**src/rtl/video_cfg_sync.sv**
```systemverilog
`default_nettype none
// ============================================================================
// Module   : video_cfg_sync
// Purpose  : Queues configuration writes for a set of downstream video cores
//            and only applies them at a frame boundary. When a frame-start
//            beat arrives with writes pending, the stream is held while the
//            queued writes are replayed, one per cycle, to the cores.
// Ports    : clk, rst             - clock, synchronous active-high reset
//            avs_*                - config write slave {core_sel, reg_addr}
//            core_*               - one-hot write strobe, address, data out
//            src_* / snk_*        - zero-latency pixel stream pass-through
// Options  : VIDEO_CFG_SYNC_TIMEOUT_EN - when defined, writes pending for
//            TIMEOUT_CYC stream cycles are drained without waiting for a
//            frame start.
// Revision : 1.0 - initial release
// ============================================================================

package video_cfg_sync_pkg;
    typedef struct packed {
        logic [10:0] vc;
        logic [10:0] hc;
    } vga_fc_t;
endpackage

module video_cfg_sync
    import video_cfg_sync_pkg::*;
#(
    parameter int NUM_CORES   = 4,
    parameter int CORE_AW     = 2,
    parameter int FIFO_DEPTH  = 8,
    parameter int RGB_SIZE    = 12,
    parameter int TIMEOUT_CYC = 2000000,
    localparam int c_csw      = (NUM_CORES > 1) ? $clog2(NUM_CORES) : 1
) (
    input  logic                       clk,
    input  logic                       rst,
    input  logic                       avs_write,
    input  logic [c_csw+CORE_AW-1:0]   avs_address,
    input  logic [31:0]                avs_writedata,
    output logic                       avs_waitrequest,
    output logic [NUM_CORES-1:0]       core_write,
    output logic [CORE_AW-1:0]         core_address,
    output logic [31:0]                core_writedata,
    input  logic                       src_vld,
    output logic                       src_rdy,
    input  vga_fc_t                    src_fc,
    input  logic [RGB_SIZE-1:0]        src_rgb,
    input  logic                       snk_rdy,
    output logic                       snk_vld,
    output vga_fc_t                    snk_fc,
    output logic [RGB_SIZE-1:0]        snk_rgb
);

    localparam int c_aw = (FIFO_DEPTH > 1) ? $clog2(FIFO_DEPTH) : 1;
    localparam int c_ew = c_csw + CORE_AW + 32;

    localparam logic [c_csw:0]  c_num_cores = (c_csw + 1)'(NUM_CORES);
    localparam logic [c_aw:0]   c_depth     = (c_aw + 1)'(FIFO_DEPTH);
    localparam logic [c_aw:0]   c_cnt_one   = (c_aw + 1)'(1);
    localparam logic [c_aw-1:0] c_ptr_one   = c_aw'(1);

    localparam logic [0:0] c_st_pass  = 1'b0;
    localparam logic [0:0] c_st_drain = 1'b1;

    // ------------------------------------------------------------------
    // Declarations
    // ------------------------------------------------------------------
    logic [c_ew-1:0]    r_mem [FIFO_DEPTH];
    logic [c_aw-1:0]    r_wr_ptr;
    logic [c_aw-1:0]    r_rd_ptr;
    logic [c_aw:0]      r_count;
    logic [c_aw:0]      r_drain_cnt;
    logic [0:0]         r_state;
    logic [0:0]         w_state_nxt;
    logic               r_armed;

    logic [c_csw-1:0]   w_avs_sel;
    logic [CORE_AW-1:0] w_avs_reg;
    logic [c_ew-1:0]    w_head;
    logic [c_csw-1:0]   w_head_sel;
    logic               w_full;
    logic               w_empty;
    logic               w_push;
    logic               w_pop;
    logic               w_fs;
    logic               w_in_pass;
    logic               w_tmo_hit;
    logic               w_stall_req;

    // ------------------------------------------------------------------
    // Write queue
    // ------------------------------------------------------------------
    assign w_avs_sel       = avs_address[c_csw+CORE_AW-1 -: c_csw];
    assign w_avs_reg       = avs_address[CORE_AW-1:0];
    assign w_full          = (r_count == c_depth);
    assign w_empty         = (r_count == '0);
    assign avs_waitrequest = w_full;

    // Writes to cores that do not exist are acknowledged but never queued.
    assign w_push = avs_write & ~w_full & ({1'b0, w_avs_sel} < c_num_cores);

    // drain_cnt never reaches zero inside DRAIN, so every DRAIN cycle pops.
    assign w_pop = (r_state == c_st_drain);

    assign w_head     = r_mem[r_rd_ptr];
    assign w_head_sel = w_head[c_ew-1 -: c_csw];

    assign core_address   = w_head[32 +: CORE_AW];
    assign core_writedata = w_head[31:0];

    for (genvar gi = 0; gi < NUM_CORES; gi++) begin : g_core_wr
        assign core_write[gi] = w_pop & (w_head_sel == c_csw'(gi));
    end

    always_ff @(posedge clk) begin
        if (w_push) begin
            r_mem[r_wr_ptr] <= {w_avs_sel, w_avs_reg, avs_writedata};
        end
    end

    // ------------------------------------------------------------------
    // Stream gating
    // ------------------------------------------------------------------
    assign w_fs        = src_vld & (src_fc.hc == '0) & (src_fc.vc == '0);
    assign w_in_pass   = (r_state == c_st_pass);
    assign w_stall_req = w_in_pass & ((w_fs & r_armed & ~w_empty) | w_tmo_hit);

    assign snk_vld = src_vld & w_in_pass & ~w_stall_req;
    assign src_rdy = snk_rdy & w_in_pass & ~w_stall_req;
    assign snk_fc  = src_fc;
    assign snk_rgb = src_rgb;

    // ------------------------------------------------------------------
    // Optional forced drain for queues left pending too long
    // ------------------------------------------------------------------
`ifdef VIDEO_CFG_SYNC_TIMEOUT_EN
    localparam int c_tmo_w = $clog2(TIMEOUT_CYC + 1);
    localparam logic [c_tmo_w-1:0] c_tmo_max = c_tmo_w'(TIMEOUT_CYC);
    localparam logic [c_tmo_w-1:0] c_tmo_one = c_tmo_w'(1);

    logic [c_tmo_w-1:0] r_tmo_cnt;

    always_ff @(posedge clk) begin
        if (rst) begin
            r_tmo_cnt <= '0;
        end else if (w_stall_req) begin
            r_tmo_cnt <= '0;
        end else if (w_in_pass & ~w_empty) begin
            r_tmo_cnt <= r_tmo_cnt + c_tmo_one;
        end
    end

    assign w_tmo_hit = w_in_pass & ~w_empty & (r_tmo_cnt == c_tmo_max);
`else
    // No counter in this build; the expression only keeps TIMEOUT_CYC referenced.
    assign w_tmo_hit = 1'b0 && (TIMEOUT_CYC > 0);
`endif

    // ------------------------------------------------------------------
    // State machine
    // ------------------------------------------------------------------
    always_ff @(posedge clk) begin
        if (rst) begin
            r_state <= c_st_pass;
        end else begin
            r_state <= w_state_nxt;
        end
    end

    always_comb begin
        w_state_nxt = r_state;
        case (r_state)
            c_st_pass: begin
                if (w_stall_req) begin
                    w_state_nxt = c_st_drain;
                end
            end
            c_st_drain: begin
                if (r_drain_cnt == c_cnt_one) begin
                    w_state_nxt = c_st_pass;
                end
            end
            default: w_state_nxt = c_st_pass;
        endcase
    end

    // ------------------------------------------------------------------
    // Pointers, occupancy, drain length and re-arm flag
    // ------------------------------------------------------------------
    always_ff @(posedge clk) begin
        if (rst) begin
            r_wr_ptr    <= '0;
            r_rd_ptr    <= '0;
            r_count     <= '0;
            r_drain_cnt <= '0;
            r_armed     <= 1'b1;
        end else begin
            if (w_push) begin
                r_wr_ptr <= r_wr_ptr + c_ptr_one;
            end
            if (w_pop) begin
                r_rd_ptr <= r_rd_ptr + c_ptr_one;
            end

            case ({w_push, w_pop})
                2'b10:   r_count <= r_count + c_cnt_one;
                2'b01:   r_count <= r_count - c_cnt_one;
                default: r_count <= r_count;
            endcase

            // Only entries present at the stall are drained; anything pushed
            // from that cycle on waits for the next frame.
            if (w_stall_req) begin
                r_drain_cnt <= r_count;
            end else if (w_pop) begin
                r_drain_cnt <= r_drain_cnt - c_cnt_one;
            end

            // Disarming lets the held frame-start beat through after DRAIN;
            // the next ordinary beat re-arms for the following frame.
            if (w_stall_req) begin
                r_armed <= 1'b0;
            end else if (src_vld & src_rdy & ~w_fs) begin
                r_armed <= 1'b1;
            end
        end
    end

endmodule
`default_nettype wire

```
**config.mk**
```make
export PLATFORM = sky130hd
export DESIGN_NAME = video_cfg_sync
export DESIGN_NICKNAME = d
export VERILOG_FILES = /design/src/rtl/video_cfg_sync.sv
export SDC_FILE = /design/constraint.sdc
export NUM_CORES = 1
export LEC_CHECK = 0
export ABC_AREA = 1
export BUFFER_PORTS_ARGS = -buffer_cell sky130_fd_sc_hd__clkbuf_2
export CAP_MARGIN = 20
export CORE_MARGIN = 2
export CORE_UTILIZATION = 49
export DETAILED_ROUTE_END_ITERATION = 12
export PLACE_DENSITY_LB_ADDON = 0.12
export SLEW_MARGIN = 5
export SYNTH_ARGS = -nofsm -noshare
export SYNTH_HDL_FRONTEND = slang
export SYNTH_SLANG_ARGS = --single-unit
```
**constraint.sdc**
```tcl
create_clock -name clk -period 2.7 [get_ports clk]
set_input_delay 0.405 -clock clk [delete_from_list [all_inputs] [get_ports clk]]
set_output_delay 0.405 -clock clk [all_outputs]
set_load 0.02 [all_outputs]
```
# After elaboration in Yosys (flattened, before gate mapping)
# Memories as Yosys holds them, arrays and structs flattened. A register that Yosys moved wholly into a read port is not among the register bits.
# Index checks and enable logic that the tools add are counted.
[word_totals]
reg_bits = 16
ram_bits = 288
output_inout_bits = 75
n_memories = 1
[mem_list]
columns = ["memory", "words", "width", "rd", "rd_clocked_by_memory_dff", "write_ports", "line", "source"]
rows = [
  ["r_mem", 8, 36, 1, 1, 1, "68", "logic [c_ew-1:0] r_mem [FIFO_DEPTH];"],
]
[classes]
add_sub_neg = 5
n_eq_ne = 7
mux = 12
bitwise = 21
reduce_logical = 7
[op_table]
columns = ["cell", "n"]
rows = [
  ["11-bit zero test", 2],
  ["1-bit bitwise AND", 16],
  ["4-bit 2-to-1 mux", 2],
  ["4-bit case mux with 2 select lines", 1],
  ["4-bit by 1-bit subtractor with 4-bit output, second input constant", 2],
  ["3-bit by 1-bit adder with 3-bit output, second input constant", 2],
  ["2-bit == test, second input constant", 3],
  ["1-bit 2-to-1 mux", 6],
  ["3-bit 2-to-1 mux", 2],
  ["2-bit nonzero test", 3],
  ["1-bit inverter", 5],
  ["4-bit by 1-bit adder with 4-bit output, second input constant", 1],
  ["2-bit by 1-bit == test with 1-bit output, second input constant", 2],
  ["4-bit by 1-bit == test with 1-bit output, second input constant", 1],
  ["4-bit == test, second input constant", 1],
  ["4-bit zero test", 1],
  ["2-bit zero test", 1],
  ["1-bit case mux with 2 select lines", 1],
]

# Logic depth before layout (Yosys ltp)
# Gate-level depths: netlist (run 1).
[logic_depth]
word_depth = 12
mapped_depth = 13
depth_no_buf = 13

# Worst setup path before layout (run 1)
# Ideal clock, no wire load.
[synth_path]
path_kind = "reg-to-reg"
startpoint = "register r_count[1]"
endpoint = "memory r_mem[0][0] (netlist name) (enable)"
setup_ps = 429
arrival_time_ps = 2357
slack_ps = -86
stages_incl_launch_ff = 7
n_path_buf = 0
synth_period_minus_slack_ps = 2786
cell_sequence = "dfxtp_1 > nor2_1 > nand3_1 > nand2_1 > inv_1 > nand2_1 > nor2_1"
[synth_between]
elab_chain_cells = 5
[synth_lines]
columns = ["element", "line", "source"]
rows = [
  ["from (decl)", "71", "logic [c_aw:0] r_count;"],
  ["from (signal assigned)", "206", "2'b10: r_count <= r_count + c_cnt_one;"],
  ["from (signal assigned)", "207", "2'b01: r_count <= r_count - c_cnt_one;"],
  ["from (signal assigned)", "208", "default: r_count <= r_count;"],
  ["4-bit == test", "95", "assign w_full = (r_count == c_depth);"],
  ["1-bit inverter", "100", "assign w_push = avs_write & ~w_full & ({1'b0, w_avs_sel} < c_num_cores);"],
  ["1-bit bitwise AND", "100", ""],
  ["1-bit 2-to-1 mux", "116", "if (w_push) begin"],
  ["1-bit 2-to-1 mux (not written as such)", "117", "r_mem[r_wr_ptr] <= {w_avs_sel, w_avs_reg, avs_writedata};"],
  ["to (decl)", "68", ""],
]
# Every way passes these cells.

==> results.toml, run 1 <==
[die]
pin_count = 150
dieArea_um2 = 26900
core_um2 = 25200
num_rows = 58
start_util = 0.499
die_width_um = 164
die_h_um = 164

[clock_network]
cts_made_buffers = 34
cts.sinks = 307
clk_latency_ps = 510
clockBufferDepth = 3
cts-root-buf = "clkbuf_16"
clk_pin_slew_worst_paths_ps = 60
cts_tree = "yes"
htreeDepth = 2
cts_hold_buf = 0

[grt]
antenna_found_initial = 0
track_usage = 0.205
grt_pass1_wl_um = 41700
grt_max_degree = 92
grt_pass1_vias = 7567
grt.overflow.total = 0

[logic_synthesis]
synthAdderAreaFrac = 0.00856
seq_area_frac_synth = 0.718
synth_nets = 1102
synthesis.area_um2 = 12600
synth.top_cell.area_share = 0.688
postSynthAreaPerCell_um2 = 12.3
synthXorXnorAreaFrac = 0.00209
ys.flop_type = "edfxtp_1"
yosysTopAreaCell = "edfxtp_1"
ys_seq_elements = 307
synth_top_family_by_area = "simple AND/OR/NAND/NOR gates"
synth.area.top_cells = "edfxtp_1 (69%), nor2_1 (8.5%), o21ai_0 (5.0%), dfxtp_1 (3.0%), buf_4 (2.2%)"
synth_async_sr_flop_share = 0
netlist_instances = 1019
synth.area.mux_share = 0
synth_compound_area_frac = 0.102
synth_edf_count = 288
synthSimpleGateAreaFrac = 0.107
synth.distinct_cells = 38
ys_warn_count = 0

[layout]
area_delta_synth_final_pct = 16.0
drive_gt1_frac = 0.199
fin_nets = 1207
nFillCells = 2028
final_cell_count_no_fill = 1478
final_common_cell = "edfxtp_1"
layout_common_cells = "edfxtp_1 (288), nor2_1 (278), o21ai_0 (126)"
utilization = 0.579
final_area_um2 = 14600
diodes = 0

[sta]
worst_slack_ps = 111
slew_viol_final = 0
rsz0062_at_grt = "yes"
clock_skew_ps = 15.9
finalCritPeriodShare = 0.959
slew_headroom = 0.707
tightest_slew_ps = 438
setup_violations = 0
final.min_clock_period_ps = 2590
hold_violations = 0
hold_ws_ps = 162
fmax_mhz = 386

[routing]
routed_wl_um = 27900
antenna_left = 0
viasPerCell = 5.38
via_count = 7959
drc = 0
wl_per_cell_um = 18.9
dr.pass1.iters = 6
dr.first_iter.drc_count = 555

[run]
cap_viol_max_count = 0

[pwr]
pwr-share-seq = 0.521
clock_power_share = 0.435
sw_frac_of_total = 0.208
power.internal_uw = 8120
power.density_nw_per_um2 = 703
switchingPower_uw = 2140
power_leakage_uw = 0.00525
ir_drop_mv = 0.407
combPwrFrac = 0.044

[min_path]
min_path_type = "primary input to flop"

[critical_path]
worst_setup_path_end_kind = "output pin"
critPathRequiredTime_ps = 2300
critPathKind = "flop to output pin"
crit_fanout = 38
start_kind = "flop"
cp.arrival_ps = 2180

[place]
place.gp.congestion = 0.764
dpl.cell_count = 1409
dp_slack_ps = 409
dpl_cell_area_um2 = 13300
port_buffers = 125
hpwl_um = 14500

[outcome]
status = "finished clean"
-- worst max-delay path, cell delays in order, from the launching register on --
cell and delay (ps):
dfxtp_4 500, buf_4 190, clkbuf_16 230, nor2_1 70, o22ai_1 120, nor2_1 60
a31oi_1 250, clkbuf_2 230
-- power groups by stage --
| stage | Combinational, uW | Sequential [uW] | Clock [uW] |
|---|---|---|---|
| after floorplan | 271 | 5440 | 0 |
| after global placement | 455 | 5440 | 0 |
| after detailed placement | 459 | 5440 | 0 |
| after CTS | 461 | 5340 | 4530 |
| after global routing | 503 | 5350 | 4700 |
| final | 455 | 5340 | 4460 |
-- repair_timing --
item,in CTS,in global routing
gates resized for setup,2,16
pin swaps,0,1
buffers inserted,1,5
gates cloned,0,3
endpoints found under the setup margin,26,32
-- state kept, by name (all words and copies together), names as in the netlist, named ones only --
signal       cells
r_rd_ptr         3
r_wr_ptr         3
r_count          4
r_mem          288
r_armed          1
r_state          1
r_drain_cnt      4
-- kinds of logic (layout without fill, tap and decap cells) --
group                      count (synthesis)  count (layout)
and+or+nand+nor                          344             344
adders and majority gates                  8               8
xor gates and xnor gates                   3               3
AOI/OAI and AO/OA                        236             236
buffers and inverters                    121             250
DFF                                      307             307
-- layer usage --
metal	track usage	share of wire	vias up
met2	0.335	0.48	203
met3	0.0412	0.051	52
met5	0	0	-
met4	0.0550	0.021	0
li1	-	-	3830
met1	0.280	0.45	3874
-- cell usage after synthesis, types with 2 or more instances --
cell type	instances
xnor2_1	2
dfxtp_1	19
nor2_1	286
a31oi_1	34
nand4_1	4
o22ai_1	37
ha_1	7
buf_2	12
o21ai_1	25
inv_2	2
nand3_1	12
clkinv_1	2
buf_6	18
clkbuf_2	3
o21ai_0	126
buf_1	3
a21oi_1	10
nand2_1	36
buf_4	37
clkbuf_1	14
edfxtp_1	288
inv_1	26
-- worst paths after layout --
path / from / cells after the start / endpoint / slack [ps]
min: rst / 2 / r_wr_ptr[0] / 160
max reg2reg: r_count[1] / 7 / r_mem[0][16] / 600
max: flop / 7 / core_address[1] / 110
min reg2reg: r_wr_ptr[0] / 2 / r_wr_ptr[0] / 490
-- cell type report --
cell class              count  area (um2)  area share
flip-flops and latches    307        9030       0.619
multi-input cells         591        2840       0.195
repair buffers            157        1050      0.0720
clock buffers              41         941      0.0645
well taps                 330         413      0.0283
inverters                  32         154      0.0106
clock inverters            19         144     0.00987
repair inverters            1        11.3    0.000772
-- through the flow --
step / total power (uW) / setup TNS (ps)
3_3_place_gp: 5890 / 0
6_report: 10300 / 0
3_5_place_dp: 5900 / 0
5_1_grt: 10600 / -17.2
4_1_cts: 10300 / -25.8
2_1_floorplan: 5710 / -12380
No activity file was read; power rests on OpenSTA's default activity.
==> inputs of run 2 (changes only) <==
--- a/config.mk
+++ b/config.mk
@@ -9,7 +9,7 @@
 export BUFFER_PORTS_ARGS = -buffer_cell sky130_fd_sc_hd__clkbuf_2
 export CAP_MARGIN = 20
 export CORE_MARGIN = 2
-export CORE_UTILIZATION = 49
+export CORE_UTILIZATION = 52
 export DETAILED_ROUTE_END_ITERATION = 12
 export PLACE_DENSITY_LB_ADDON = 0.12
 export SLEW_MARGIN = 5
==> run 2 against run 1 <==
Effect of this change: die area fell by 5.6%; register-to-register slack worse by 120 ps; maximum frequency down 4.0%; worst setup slack got worse by 110 ps; critical endpoint is now core_writedata[31].
==> results.toml, run 2 (synthesis gave the netlist of run 1 again) <==
[outcome]
status = "finished clean"

[clock_network]
cts_made_buffers = 31
clockBufferDepth = 3
cts-root-buf = "clkbuf_16"
cts_tree = "yes"
htreeDepth = 1
cts_hold_buf = 0
cts.sinks = 307
clk_pin_slew_worst_paths_ps = 60
clk_latency_ps = 550

[layout]
layout_common_cells = "edfxtp_1 (288), nor2_1 (277), o21ai_0 (125)"
diodes = 0
final_area_um2 = 14500
final_common_cell = "edfxtp_1"
area_delta_synth_final_pct = 15.3
drive_gt1_frac = 0.196
top_regs = "r_mem x288, r_count x4, r_drain_cnt x4"
regMostFlops = "r_mem"
fin_nets = 1199
largest_reg_flops = 288

[pwr]
power_leakage_uw = 0.00520
power.internal_uw = 7930
sw_frac_of_total = 0.209
power.density_nw_per_um2 = 691
clock_power_share = 0.421
ir_drop_mv = 0.551
switchingPower_uw = 2090
combPwrFrac = 0.045
pwr-share-seq = 0.533

[routing]
drc = 0
routed_wl_um = 28600
dr.pass1.iters = 5
dr.first_iter.drc_count = 713
wl_per_cell_um = 19.6
via_count = 8138
antenna_left = 0
viasPerCell = 5.58

[grt]
track_usage = 0.218
grt_pass1_vias = 7887
grt_util_met1 = 0.297
met3_usage = 0.0344
busiest_layer = "met2"
grt.overflow.total = 0
grt_pass1_wl_um = 43900
grt_max_degree = 53
gr-usage-met2 = 0.369
antenna_found_initial = 2

[sta]
finalCritPeriodShare = 0.998
setup_violations = 0
clock_skew_ps = 22.9
hold_violations = 0
slew_headroom = 0.700
slew_viol_final = 0
fmax_mhz = 371
worst_slack_ps = 4.50
final.min_clock_period_ps = 2700
tightest_slew_ps = 450
rsz0062_at_grt = "yes"

[critical_path]
crit_chain = "buf_16 -> buf_8 -> o21ai_0 -> o22ai_1 -> nor2_1 -> a31oi_1 -> clkbuf_2"
start_kind = "flop"
critPathRequiredTime_ps = 2300
crit_fanout = 26
critPathKind = "flop to output pin"
cpMaxStageDelayCell = "dfxtp_4"
cp.arrival_ps = 2290
worst_setup_path_end_kind = "output pin"
cpPeakStageDelay_ps = 500

[die]
die_width_um = 159
dieArea_um2 = 25400
num_rows = 56
core_um2 = 23600
pin_count = 150
die_h_um = 159
start_util = 0.532

[run]
cap_viol_max_count = 0

[place]
hpwl_um = 14500
port_buffers = 125
dpl_cell_area_um2 = 13300
dp_slack_ps = 427
place.gp.congestion = 0.779

[min_path]
min_path_type = "primary input to flop"
run 2: stage by stage:
| step | setup TNS, ps | utilization | power, uW | instances | hold slack, ps |
|---|---|---|---|---|---|
| global route | -265 | 0.613 | 10300 | 1458 | 105 |
| floorplan | -12380 | - | 5710 | 1019 | 456 |
| finish | 0 | 0.613 | 10000 | 1458 | 108 |
| detailed placement | 0 | 0.562 | 5900 | 1395 | 482 |
| global placement | 0 | 0.562 | 5890 | 1395 | 473 |
| CTS | 0 | 0.611 | 10100 | 1455 | 95.3 |
run 2: critical path: cells and delay by family, from the launching register on:
| kind | cells | cell delay, ps |
|---|---|---|
| AOI/OAI and AO/OA | 3 | 540 |
| and+or+nand+nor | 1 | 70 |
| buffers and inverters | 3 | 610 |
| DFF | 1 | 500 |
run 2: repair_timing:
action | in CTS | in global routing
endpoints found under the hold margin | 0 | 0
endpoints found under the setup margin | 21 | 26
gates cloned | 4 | 2
gates resized for setup | 8 | 10
pin swaps | 0 | 2
setup buffers | 0 | 1
run 2: layer usage:
metal	wire, um	vias up
li1	-	3818
met3	1720	59
met5	24	-
met4	578	4
met1	12300	3979
met2	14000	278
run 2: final cells by class:
cell class,count,area (um2)
clock buffer,36,795
clock inverter,20,201
fill,1887,9130
inverter,32,151
multi-input combinational,591,2820
sequential,307,9040
tap,319,399
timing repair buffer,151,1060
timing repair inverter,2,20.0
run 2: power groups by stage:
stage | registers (uW) | logic [uW] | clock network, uW
after global placement | 5440 | 451 | 0
after global routing | 5350 | 501 | 4440
after floorplan | 5440 | 271 | 0
final | 5340 | 455 | 4220
after detailed placement | 5440 | 459 | 0
after CTS | 5340 | 461 | 4280
run 2: worst paths after layout:
path	from	to	slack [ps]	cells after the start
worst max-delay path	flop	core_writedata[31]	4	7
worst min-delay path	rst	r_wr_ptr[0]	110	2
worst max register to register	r_count[1]	r_mem[0][25]	480	7
worst min register to register	r_wr_ptr[0]	r_wr_ptr[0]	490	2
